$ cat src/rtl/stairs_pkg.sv
// Shared types and constants for the stairs rectangle animator.
// Imported by the animator top and its scan-counter helper.
package stairs_pkg;

    typedef enum logic [2:0] {
        IDLE,
        DRAW,
        WAIT,
        ERASE,
        MOVE
    } state_t;

    localparam int SCREEN_W_DEF = 160;
    localparam int SCREEN_H_DEF = 120;

    localparam logic [2:0] WHITE = 3'b111;
    localparam logic [2:0] BLACK = 3'b000;

endpackage

$ cat src/rtl/rect_scanner.sv
// x-fastest pixel counter over a W x H rectangle.
// Shared by the draw and erase passes of the animator.
module rect_scanner #(
    parameter int W = 40,
    parameter int H = 10,
    localparam int QXW = (W > 1) ? $clog2(W) : 1,
    localparam int QYW = (H > 1) ? $clog2(H) : 1
) (
    input  logic           clock,
    input  logic           reset_n,
    input  logic           start,
    input  logic           en,
    output logic [QXW-1:0] qx,
    output logic [QYW-1:0] qy,
    output logic           last
);

    logic x_end;
    logic y_end;

    assign x_end = (qx == QXW'(W - 1));
    assign y_end = (qy == QYW'(H - 1));
    assign last  = x_end && y_end;

    // Wraps to (0,0) after the last pixel so back-to-back passes line up.
    always_ff @(posedge clock) begin
        if (!reset_n || start) begin
            qx <= '0;
            qy <= '0;
        end else if (en) begin
            if (x_end) begin
                qx <= '0;
                qy <= y_end ? '0 : qy + QYW'(1);
            end else begin
                qx <= qx + QXW'(1);
            end
        end
    end

endmodule

$ cat src/rtl/stairs_animator.sv
// Draw / hold / erase / step loop for one solid rectangle on a
// 160x120 VGA adapter, with vertical wrap and horizontal clipping.
module stairs_animator
    import stairs_pkg::*;
#(
    parameter int         W               = 40,
    parameter int         H               = 10,
    parameter int         STEP            = 1,
    parameter int         TICKS_PER_FRAME = 833333,
    parameter int         FRAMES_PER_MOVE = 15,
    parameter int         SCREEN_W        = SCREEN_W_DEF,
    parameter int         SCREEN_H        = SCREEN_H_DEF,
    parameter logic [2:0] BG_COLOUR       = BLACK
) (
    input  logic       clock,
    input  logic       reset_n,
    input  logic       go,
    input  logic       stop,
    input  logic       dir,
    input  logic [7:0] in_x,
    input  logic [6:0] in_y,
    input  logic [2:0] colour,
    output logic [7:0] out_x,
    output logic [6:0] out_y,
    output logic [2:0] out_colour,
    output logic       plot,
    output logic       busy,
    output logic [6:0] cur_y,
    output logic       wrapped
);

    localparam int QXW = (W > 1) ? $clog2(W) : 1;
    localparam int QYW = (H > 1) ? $clog2(H) : 1;
    localparam int TW  =
        (TICKS_PER_FRAME > 1) ? $clog2(TICKS_PER_FRAME) : 1;
    localparam int FW  =
        (FRAMES_PER_MOVE > 1) ? $clog2(FRAMES_PER_MOVE) : 1;

    state_t state;
    state_t state_n;

    logic           scan_start;
    logic           scan_en;
    logic           scan_last;
    logic [QXW-1:0] qx;
    logic [QYW-1:0] qy;

    logic [TW-1:0] tick_cnt;
    logic [FW-1:0] frame_cnt;
    logic          tick;
    logic          frame_done;

    logic [7:0] x0;
    logic [2:0] col;
    logic       stop_seen;
    logic       stop_any;
    logic       scanning;

    logic [8:0] pix_x;
    logic [7:0] pix_y;
    logic [7:0] cy_ext;
    logic [7:0] dn_sum;
    logic [6:0] y_next;
    logic       y_wrap;

    rect_scanner #(
        .W (W),
        .H (H)
    ) u_scan (
        .clock   (clock),
        .reset_n (reset_n),
        .start   (scan_start),
        .en      (scan_en),
        .qx      (qx),
        .qy      (qy),
        .last    (scan_last)
    );

    assign tick       = (tick_cnt == TW'(TICKS_PER_FRAME - 1));
    assign frame_done = tick &&
        (frame_cnt == FW'(FRAMES_PER_MOVE - 1));
    assign stop_any   = stop || stop_seen;
    assign busy       = (state != IDLE);
    assign scanning   = (state == DRAW) || (state == ERASE);

    // Coordinates are formed one bit wide, then reduced.
    assign pix_x  = {1'b0, x0} + 9'(qx);
    assign pix_y  = {1'b0, cur_y} + 8'(qy);
    assign cy_ext = {1'b0, cur_y};
    assign dn_sum = cy_ext + 8'(STEP);

    always_comb begin
        y_wrap = 1'b0;
        y_next = cur_y;
        if (dir) begin
            y_wrap = (dn_sum >= 8'(SCREEN_H));
            y_next = 7'(y_wrap ? dn_sum - 8'(SCREEN_H) : dn_sum);
        end else begin
            y_wrap = (cy_ext < 8'(STEP));
            y_next = 7'(y_wrap ? cy_ext + 8'(SCREEN_H - STEP)
                               : cy_ext - 8'(STEP));
        end
    end

    always_ff @(posedge clock) begin
        if (!reset_n) begin
            state <= IDLE;
        end else begin
            state <= state_n;
        end
    end

    always_comb begin
        state_n    = state;
        scan_start = 1'b0;
        scan_en    = 1'b0;
        unique case (state)
            IDLE: begin
                scan_start = 1'b1;
                if (go) state_n = DRAW;
            end
            DRAW: begin
                scan_en = 1'b1;
                if (scan_last) state_n = WAIT;
            end
            WAIT: begin
                scan_start = 1'b1;
                if (stop_any || frame_done) state_n = ERASE;
            end
            ERASE: begin
                scan_en = 1'b1;
                if (scan_last) state_n = stop_any ? IDLE : MOVE;
            end
            MOVE: begin
                scan_start = 1'b1;
                state_n    = DRAW;
            end
            default: state_n = IDLE;
        endcase
    end

    always_ff @(posedge clock) begin
        if (!reset_n) begin
            out_x      <= '0;
            out_y      <= '0;
            out_colour <= '0;
            plot       <= 1'b0;
            wrapped    <= 1'b0;
            cur_y      <= '0;
            x0         <= '0;
            col        <= '0;
            stop_seen  <= 1'b0;
            tick_cnt   <= '0;
            frame_cnt  <= '0;
        end else begin
            plot    <= 1'b0;
            wrapped <= 1'b0;

            if (state == IDLE) begin
                if (go) begin
                    x0        <= in_x;
                    col       <= colour;
                    cur_y     <= in_y;
                    stop_seen <= stop;
                end
            end else if (state == ERASE && scan_last && stop_any) begin
                stop_seen <= 1'b0;
            end else if (stop) begin
                stop_seen <= 1'b1;
            end

            if (scanning) begin
                out_x      <= pix_x[7:0];
                out_y      <= 7'(pix_y >= 8'(SCREEN_H)
                                 ? pix_y - 8'(SCREEN_H) : pix_y);
                out_colour <= (state == ERASE) ? BG_COLOUR : col;
                plot       <= (pix_x < 9'(SCREEN_W));
            end

            if (state == MOVE) begin
                cur_y   <= y_next;
                wrapped <= y_wrap;
            end

            if (state == WAIT) begin
                if (tick) begin
                    tick_cnt  <= '0;
                    frame_cnt <= frame_done ? '0 : frame_cnt + FW'(1);
                end else begin
                    tick_cnt <= tick_cnt + TW'(1);
                end
            end else begin
                tick_cnt  <= '0;
                frame_cnt <= '0;
            end
        end
    end

endmodule
$ cat config.mk
export PLATFORM = sky130hd
export DESIGN_NAME = stairs_animator
export DESIGN_NICKNAME = d
export VERILOG_FILES = /design/src/rtl/stairs_pkg.sv /design/src/rtl/rect_scanner.sv /design/src/rtl/stairs_animator.sv
export SDC_FILE = /design/constraint.sdc
export NUM_CORES = 1
export LEC_CHECK = 0
export CAP_MARGIN = 20
export CORE_UTILIZATION = 45
export CTS_CLUSTER_DIAMETER = 150
export DETAILED_ROUTE_END_ITERATION = 6
export PLACE_DENSITY = 0.77
export SKIP_CTS_REPAIR_TIMING = 1
export SYNTH_ARGS = -nofsm -noshare
export SYNTH_HDL_FRONTEND = slang
export SYNTH_SLANG_ARGS = --single-unit
export TNS_END_PERCENT = 10
$ cat constraint.sdc
create_clock -name clock -period 2.47 [get_ports clock]
set_input_delay 0.494 -clock clock [delete_from_list [all_inputs] [get_ports clock]]
set_output_delay 0.494 -clock clock [all_outputs]
set_load 0.03 [all_outputs]
Word-level counts from Yosys, hierarchy flattened
Index checks and enable logic that the tools add are counted.
{ "word_totals": {"regBits": 76, "input_bits": 23, "out_inout_bits": 28, "wordCells": 92} }
{ "classes": {"addsub": 11, "order_cmp": 4, "n_eq_ne": 12, "mux": 24, "bitwise": 2, "n_reduce_logical": 25} }
{ "op_table": {"columns": ["operator", "n"], "rows": [
  ["7-bit two-way mux", 7],
  ["20-bit by 1-bit adder with 20-bit output, second input constant", 1],
  ["20-bit equality test, second input constant", 1],
  ["3-bit two-way mux", 6],
  ["8-bit by 7-bit >= comparator with 1-bit output, second input constant", 2],
  ["3-bit case mux with 5 select lines", 1],
  ["2-bit AND reduction", 7],
  ["7-bit subtractor, second input constant", 2],
  ["8-bit by 6-bit adder with 9-bit output", 1],
  ["9-bit by 8-bit less-than comparator with 1-bit output, second input constant", 1],
  ["4-bit by 1-bit adder with 4-bit output, second input constant", 2],
  ["7-bit by 1-bit adder with 8-bit output, second input constant", 1],
  ["7-bit by 4-bit adder with 8-bit output", 1],
  ["4-bit equality test, second input constant", 2],
  ["4-bit two-way mux", 2],
  ["2-bit inequality test, second input constant", 4],
  ["7-bit adder, second input constant", 1],
  ["7-bit by 1-bit less-than comparator with 1-bit output, second input constant", 1],
  ["1-bit two-way mux", 7],
  ["7-bit by 1-bit subtractor with 7-bit output, second input constant", 1],
  ["6-bit by 1-bit adder with 6-bit output, second input constant", 1],
  ["3-bit by 2-bit equality test with 1-bit output, second input constant", 2],
  ["6-bit equality test, second input constant", 1],
  ["6-bit two-way mux", 1],
  ["12 further kinds", 22]
]} }

Longest topological paths before layout
Gate-level depths: netlist (run 1).
{ "logic_depth": {"depth_word": 6, "ltp_mapped": 10, "depth_no_buf": 10} }

Hierarchy
A second synthesis (run 1) with hierarchy kept.
{ "unflattened": {"cells_unflattened": 543, "hier_area_um2": 4290.4} }
{ "modules_own_cells": {"columns": ["module", "instances", "cells_per_inst", "area_per_inst_um2", "seq_area_each_um2"], "rows": [
  ["stairs_animator", 1, 484, 3764.9, 1321.3],
  ["rect_scanner", 1, 59, 525.5, 200.2]
]} }

Worst setup path after synthesis (run 1)
OpenSTA, ideal clock, no wires.
{ "synth_timing": {"path_kind": "register to register", "from": "register cur_y[0]", "to": "register out_y[4]", "setup_time_ns": 0.101, "t_arrival_ns": 2.331, "required_time_ns": 2.369, "path_slack_ns": 0.038, "stages_incl_launch_ff": 9, "n_path_buf": 0, "period_less_slack_ns": 2.432, "cell_sequence": "dfxtp_1 ha_1 fa_1 a21o_1 a21oi_1 xnor2_1 ha_1 a211oi_1 o41ai_1"} }
{ "synth_between": {"elab_chain_cells": 3, "elab_cells_between_ends": 4, "classes_between": "add/sub: 2; order compare: 1; mux: 1"} }
{ "synth_lines": {"columns": ["item", "line_no", "source"], "rows": [
  ["start: declaration", "stairs_animator.sv:28", "output logic [6:0] cur_y,"],
  ["start signal: assignment", "stairs_animator.sv:163", "cur_y <= in_y;"],
  ["start signal: assignment", "stairs_animator.sv:181", "cur_y <= y_next;"],
  ["7-bit by 4-bit adder with 8-bit output *", "stairs_animator.sv:88", "assign pix_y = {1'b0, cur_y} + 8'(qy);"],
  ["7-bit subtractor / 8-bit by 7-bit >= comparator with 1-bit output (equally long branches)", "stairs_animator.sv:175, stairs_animator.sv:174", null],
  ["7-bit two-way mux *", "stairs_animator.sv:175", "? pix_y - 8'(SCREEN_H) : pix_y);"],
  ["end signal: assignment", "stairs_animator.sv:174", "out_y <= 7'(pix_y >= 8'(SCREEN_H)"],
  ["end: declaration", "stairs_animator.sv:24", "output logic [6:0] out_y,"]
]} }
Every way passes the cells marked *; elsewhere a longest branch is shown, timed or not.
A chain may end at the register's enable or synchronous reset.

Final worst setup path (run 1)
{ "layout_timing": {"from": "register u_scan.qy[0]", "to": "register out_y[4]"} }
{ "layout_between": {"elab_chain_cells": 3, "elab_cells_between_ends": 4, "classes_between": "add/sub: 2; order compare: 1; mux: 1"} }
{ "layout_lines": {"columns": ["item", "line_no", "source"], "rows": [
  ["start: declaration", "rect_scanner.sv:14", "output logic [QYW-1:0] qy,"],
  ["start signal: assignment", "rect_scanner.sv:33", "qy <= y_end ? '0 : qy + QYW'(1);"],
  ["7-bit by 4-bit adder with 8-bit output *", "stairs_animator.sv:88", null],
  ["7-bit subtractor / 8-bit by 7-bit >= comparator with 1-bit output (equally long branches)", "stairs_animator.sv:175, stairs_animator.sv:174", null],
  ["7-bit two-way mux *", "stairs_animator.sv:175", null]
]} }
Marked as above.

==> qor.csv, run 1 <==
stage,metric,value,unit
yosys,syn_nets,579,
sta,fin_worst_skew,11.2,ps
placement,post_dp_cell_area,0.00498,sq mm
clocking,numCtsBuffers,9,
power,share_seq_of_total_power,0.463,
sta,fmax,429,MHz
power,netSwitchingFraction,0.268,
routing,via_per_inst,5.53,
yosys,synth_area_leader_cell,dfxtp_1,
run,maxCapViolations,0,
sta,rsz0062_at_grt,false,
yosys,yosys_register_bits,76,
floorplan,dieArea,0.00991,sq mm
power,ir_worst_vdd,0.371,mV
finish,diodes,0,
routing,ant_nets,0,
power,clkPwrFrac,0.367,
yosys,synth_warnings,0,
routing,firstDrtPassIters,5,
global_routing,grt_util_all_layers,0.216,
worst_setup_path,slowest_delay,420,ps
floorplan,die_w,99.5,um
clocking,clk_latency,350,ps
finish,finish.instance_area,0.00520,sq mm
global_routing,grt_max_degree,26,
global_routing,globalRouteOverflowTotal,0,
worst_setup_path,worstPathCellList,ha_1 -> fa_1 -> a21o_1 -> a21oi_1 -> xnor2_1 -> ha_1 -> a211oi_1 -> o41ai_1,
power,power.density,543,mW/mm^2
yosys,synthArstFlopShare,0,
placement,gp_congestion,0.870,
worst_setup_path,critical-path-slowest-cell,fa_1,
worst_setup_path,critical_path.most_common_cell,ha_1,
sta,finalHoldViolCount,0,
floorplan,row_count,35,
floorplan,core_region_area,0.00924,sq mm
finish,synthToLayoutAreaGrowth,21.4,%
worst_setup_path,path_class,reg -> reg,
routing,drcViolationCount,0,
clocking,cts_tree,built,
power,internal-power,2070,uW
power,p_sw,757,uW
sta,fin_crit,2330,ps
sta,slew-limit-headroom,0.410,
finish,final_nets,634,
routing,drt-initial-drc-count,221,
yosys,synth_cell_types,66,
routing,wl_per_cell,14.3,um
yosys,synth.area.top_cells,"dfxtp_1 (36%), nand2_1 (6.4%), ha_1 (5.6%)",
placement,dp_hpwl,7750,um
worst_setup_path,cp_max_fo,4,
worst_setup_path,crit_required,2710,ps
floorplan,boundaryPins,51,
clocking,path_clk_slew,70,ps
sta,max_slew.worst_pin.slew,885,ps
global_routing,grt_pass1_vias,3702,
yosys,synth_edf_count,0,
worst_hold_path,hold_class,reg -> reg,
yosys,avgSynthCellArea,8.00,sq um
outcome,status,finished clean,
worst_setup_path,cp.arrival,2570,ps
yosys,seq_area_frac_synth,0.355,
floorplan,initial_core_util,0.463,
clocking,root_buffer,clkbuf_8,
sta,final.setup.tns,0,ps
yosys,netlist_area,0.00428,sq mm
placement,place_ws,176,ps
sta,setup_violations,0,
sta,slew_viol_final,0,
clocking,clockBufferDepth,2,
yosys,syn_inst,535,
clocking,htree_levels,3,
sta,fin_crit_sh,0.944,
global_routing,antenna_found_initial,0,
routing,routed_wl,10300,um
finish,drive_above_1_share,0.0808,
global_routing,grt_pass1_wl,17400,um
yosys,synth-main-ff-cell,dfxtp_1,
routing,vias,3998,
floorplan,die_h,99.5,um
power,p_leak,0.00188,uW
yosys,synth_top_area_share,0.355,
power,share_comb_of_total_power,0.170,
worst_setup_path,critPathCaptureType,register,
placement,port_buffers,50,
sta,setup_ws,138,ps
clocking,numClockSinks,76,
worst_setup_path,cp-start-kind,register,
## final cells by class
class,instances,area (sq um)
clock inverter,4,73.8
multi-input combinational,415,2580
sequential,76,1520
clock buffer,11,141
inverter,18,67.6
fill,858,4040
tap,129,161
timing repair buffer,70,651
## power groups by stage
stage	combinational [uW]	sequential, uW	clock, uW
2_1_floorplan	258	1370	0
3_3_place_gp	468	1330	0
3_5_place_dp	477	1330	0
4_1_cts	481	1310	1060
5_1_grt	524	1310	1110
6_report	481	1310	1040
## flip-flops by register name, indices dropped and copies added (netlist names)
name	count
wrapped	1
u_scan.qx	6
tick_cnt	20
u_scan.qy	4
out_colour	3
out_y	7
out_x	8
frame_cnt	4
cur_y	7
x0	8
state	3
plot	1
stop_seen	1
col	3
## path summary, 6_finish.rpt
path | startpoint | endpoint | slack (ps) | cells past startpoint
setup / recovery | u_scan.qy[0] | out_y[4] | 140 | 8
hold / removal | out_x[2] | out_x[2] | 450 | 2
setup reg to reg | u_scan.qy[0] | out_y[4] | 140 | 8
hold reg to reg | out_x[2] | out_x[2] | 450 | 2
## cell usage in the layout, fill, tap and decap left out, types with 3 or more instances in the layout
master,netlist,layout
a211oi_1,7,7
a21o_1,5,5
a21oi_1,45,45
a31oi_1,6,6
and3_1,5,5
buf_4,2,20
clkbuf_8,0,10
clkdlybuf4s50_1,0,50
dfxtp_1,76,76
ha_1,19,19
inv_1,17,17
mux2_2,4,4
mux2i_1,4,4
nand2_1,73,73
nand3_1,26,26
nand3b_1,7,7
nand4_1,10,10
nor2_1,51,51
nor2b_1,7,6
nor3_1,15,15
nor4_1,6,6
o2111ai_1,3,3
o21a_1,5,5
o21ai_0,21,21
o31ai_1,4,4
or3_1,8,8
or4_1,3,3
xnor2_1,16,16
xor2_1,16,16
## logic make-up after synthesis
kind of cell	count (synthesis)	synth area share
DFF	76	0.355
AOI/OAI and AO/OA	122	0.181
adders and majority gates	21	0.0649
muxes	8	0.0199
xor gates and xnor gates	32	0.0655
buffers and inverters	44	0.0424
and+or+nand+nor	232	0.271
## per-layer routing
layer,wire (um),share of wire,GRT usage,up-vias
met1,4680,0.45,0.281,1851
met3,493,0.048,0.0436,18
met4,142,0.014,0.0633,0
met5,0,0,0,-
met2,5020,0.49,0.363,109
li1,-,-,-,2020
## per-stage QoR
step                hold WS (ps)  power [uW]   util  cells
CTS                          457        2840  0.562    723
global route                 479        2950  0.562    723
finish                       454        2820  0.562    723
detailed placement           446        1810  0.539    708
floorplan                    430        1630      -    535
global placement             439        1800  0.539    708
## critical path, delay by kind of cell (launching register included)
family,cells,cell delay (ps)
flops,1,350
compound gates,4,820
fa+ha+maj,3,940
xor+xnor,1,120
## cells in the mapped netlist, types with 7 or more instances
cell type,n
nand3_1,26
xnor2_1,16
ha_1,19
xor2_1,16
dfxtp_1,76
buf_2,7
nor3_1,15
nand4_1,10
or3_1,8
o21ai_0,21
nand3b_1,7
clkbuf_1,16
inv_1,17
a211oi_1,7
nor2b_1,7
nand2_1,73
nor2_1,51
a21oi_1,45
Power figures use the tool's default switching activity.
==> run 2, diff against run 1 <==
--- a/config.mk
+++ b/config.mk
@@ -10,6 +10,7 @@
 export CTS_CLUSTER_DIAMETER = 150
 export DETAILED_ROUTE_END_ITERATION = 6
 export PLACE_DENSITY = 0.77
+export RECOVER_POWER = 25
 export SKIP_CTS_REPAIR_TIMING = 1
 export SYNTH_ARGS = -nofsm -noshare
 export SYNTH_HDL_FRONTEND = slang
==> run 2 against run 1 <==
Compared with the run above:
- sequential power about the same
- hold slack about the same
- routed wire length up 0.25%
- clock skew about the same
- cell count unchanged
- worst setup slack worse by 0.85 ps
- die area unchanged
- largest cell class unchanged
==> qor.csv, run 2 (synthesis results as in run 1) <==
stage,metric,value,unit,change
global_routing,grt_pass1_vias,3702,,unchanged
finish,regMostFlops,tick_cnt,,
finish,layout_common_cells,"dfxtp_1 (76), nand2_1 (73), nor2_1 (51), a21oi_1 (45), clkdlybuf4s50_1 (45)",,
sta,rsz0062_at_grt,false,,
worst_setup_path,r2r_cells,8,,unchanged
sta,max_slew.worst_pin.slew,884,ps,-1.15 ps
sta,fin_worst_skew,11.4,ps,+0.182 ps
power,share_seq_of_total_power,0.464,,about the same
power,internal-power,2060,uW,-0.25%
worst_setup_path,critPathCaptureType,register,,
power,p_sw,755,uW,-0.31%
worst_setup_path,path_buf_inv,0,,unchanged
power,ir_worst_vdd,0.371,mV,about the same
sta,setup_violations,0,,unchanged
finish,largest_reg_flops,20,,unchanged
finish,instances_no_fill,723,,unchanged
finish,diodes,0,,unchanged
worst_setup_path,crit_required,2700,ps,about the same
floorplan,core_region_area,0.00924,sq mm,unchanged
floorplan,initial_core_util,0.463,,unchanged
clocking,clk_latency,350,ps,about the same
clocking,numClockSinks,76,,unchanged
clocking,cts_tree,built,,
power,share_comb_of_total_power,0.169,,about the same
routing,drt-initial-drc-count,219,,-0.90%
sta,setup_ws,137,ps,-0.854 ps
routing,routed_wl,10400,um,+0.25%
routing,ant_nets,0,,unchanged
floorplan,boundaryPins,51,,unchanged
floorplan,dieArea,0.00991,sq mm,unchanged
run,maxCapViolations,0,,unchanged
finish,drive_above_1_share,0.0758,,-0.00505
floorplan,die_w,99.5,um,unchanged
global_routing,grt_pass1_wl,17400,um,unchanged
sta,final.setup.tns,0,ps,unchanged
worst_setup_path,critical-path-slowest-cell,fa_1,,
routing,firstDrtPassIters,5,,unchanged
worst_hold_path,hold_class,reg -> reg,,
worst_setup_path,crit_family,adder cells,,
sta,finalHoldViolCount,0,,unchanged
routing,drcViolationCount,0,,unchanged
power,clkPwrFrac,0.367,,about the same
worst_setup_path,cp.arrival,2570,ps,about the same
clocking,path_clk_slew,70,ps,about the same
global_routing,antenna_found_initial,0,,unchanged
clocking,root_buffer,clkbuf_8,,
placement,port_buffers,50,,unchanged
worst_setup_path,worstPathCellList,ha_1 -> fa_1 -> a21o_1 -> a21oi_1 -> xnor2_1 -> ha_1 -> a211oi_1 -> o41ai_1,,
finish,largestRegisters,"tick_cnt (20), out_x (8), x0 (8)",,
routing,vias,4012,,+0.35%
sta,slew-limit-headroom,0.411,,+0.000765
worst_setup_path,cp-start-kind,register,,
placement,place_ws,176,ps,unchanged
worst_setup_path,path_class,reg -> reg,,
power,netSwitchingFraction,0.268,,about the same
global_routing,grt_util_all_layers,0.216,,unchanged
placement,gp_congestion,0.870,,unchanged
placement,dp_hpwl,7750,um,unchanged
finish,final_nets,634,,unchanged
routing,wl_per_cell,14.3,um,+0.25%
finish,fillers,861,,+0.35%
worst_setup_path,cp_max_fo,4,,unchanged
power,power,2820,uW,-0.27%
clocking,htree_levels,3,,unchanged
global_routing,grt_max_degree,26,,unchanged
clocking,numCtsBuffers,9,,unchanged
floorplan,die_h,99.5,um,unchanged
floorplan,row_count,35,,unchanged
sta,fin_crit_sh,0.945,,about the same
power,power.density,543,mW/mm^2,-0.12%
sta,fmax,429,MHz,about the same
power,p_leak,0.00189,uW,+0.21%
sta,slew_viol_final,0,,unchanged
outcome,status,finished clean,,
global_routing,globalRouteOverflowTotal,0,,unchanged
worst_hold_path,worstHoldPathCells,2,,unchanged
placement,dp_cells,708,,unchanged
finish,synthToLayoutAreaGrowth,21.2,%,
worst_setup_path,slowest_delay,420,ps,about the same
finish,seq_area,0.00152,sq mm,unchanged
routing,via_per_inst,5.55,,+0.35%
finish,final_common_cell,dfxtp_1,,
clocking,clockBufferDepth,2,,unchanged
finish,multi_input_area,0.00258,sq mm,unchanged
sta,fin_crit,2330,ps,+0.854 ps
worst_setup_path,cp.depth,8,,unchanged
worst_setup_path,critical_path.most_common_cell,ha_1,,
## run 2: layer usage
metal  up-vias  part of all wire  track usage
li1       2019                 -            -
met1      1875              0.46        0.281
met2       102              0.49        0.363
met3        16             0.047       0.0436
met4         0             0.013       0.0633
met5         -                 0            0
## run 2: stage by stage
stage                     hold slack, ps  utilization  cell area, sq um
after global placement               439        0.539              4980
after CTS                            457        0.562              5200
after floorplan                      430            -              4280
after detailed placement             446        0.539              4980
final                                454        0.562              5190
after global routing                 479        0.562              5190
## run 2: final timing paths
check,startpoint,endpoint,slack (ps)
hold / removal,out_x[2],out_x[2],450
setup reg to reg,u_scan.qy[0],out_y[4],140
setup / recovery,u_scan.qy[0],out_y[4],140
hold reg to reg,out_x[2],out_x[2],450
## run 2: power by group through the flow
stage          Sequential, uW  Combinational (uW)  Clock (uW)
3_5_place_dp             1330                 477           0
5_1_grt                  1310                 519        1110
3_3_place_gp             1330                 468           0
2_1_floorplan            1370                 258           0
4_1_cts                  1310                 481        1060
6_report                 1310                 476        1030
## run 2: worst register-to-register path, delay by kind of cell (launching register included)
family          cells  cell delay [ps]
compound gates      4              820
xor+xnor            1              120
fa+ha+maj           3              940
flops               1              350
## run 2: area by class of cell
type                       count  area share
clock buffer                  11      0.0272
clock inverter                 4      0.0142
inverter                      18      0.0130
multi-input combinational    415       0.497
sequential                    76       0.293
tap                          129      0.0311
timing repair buffer          70       0.124
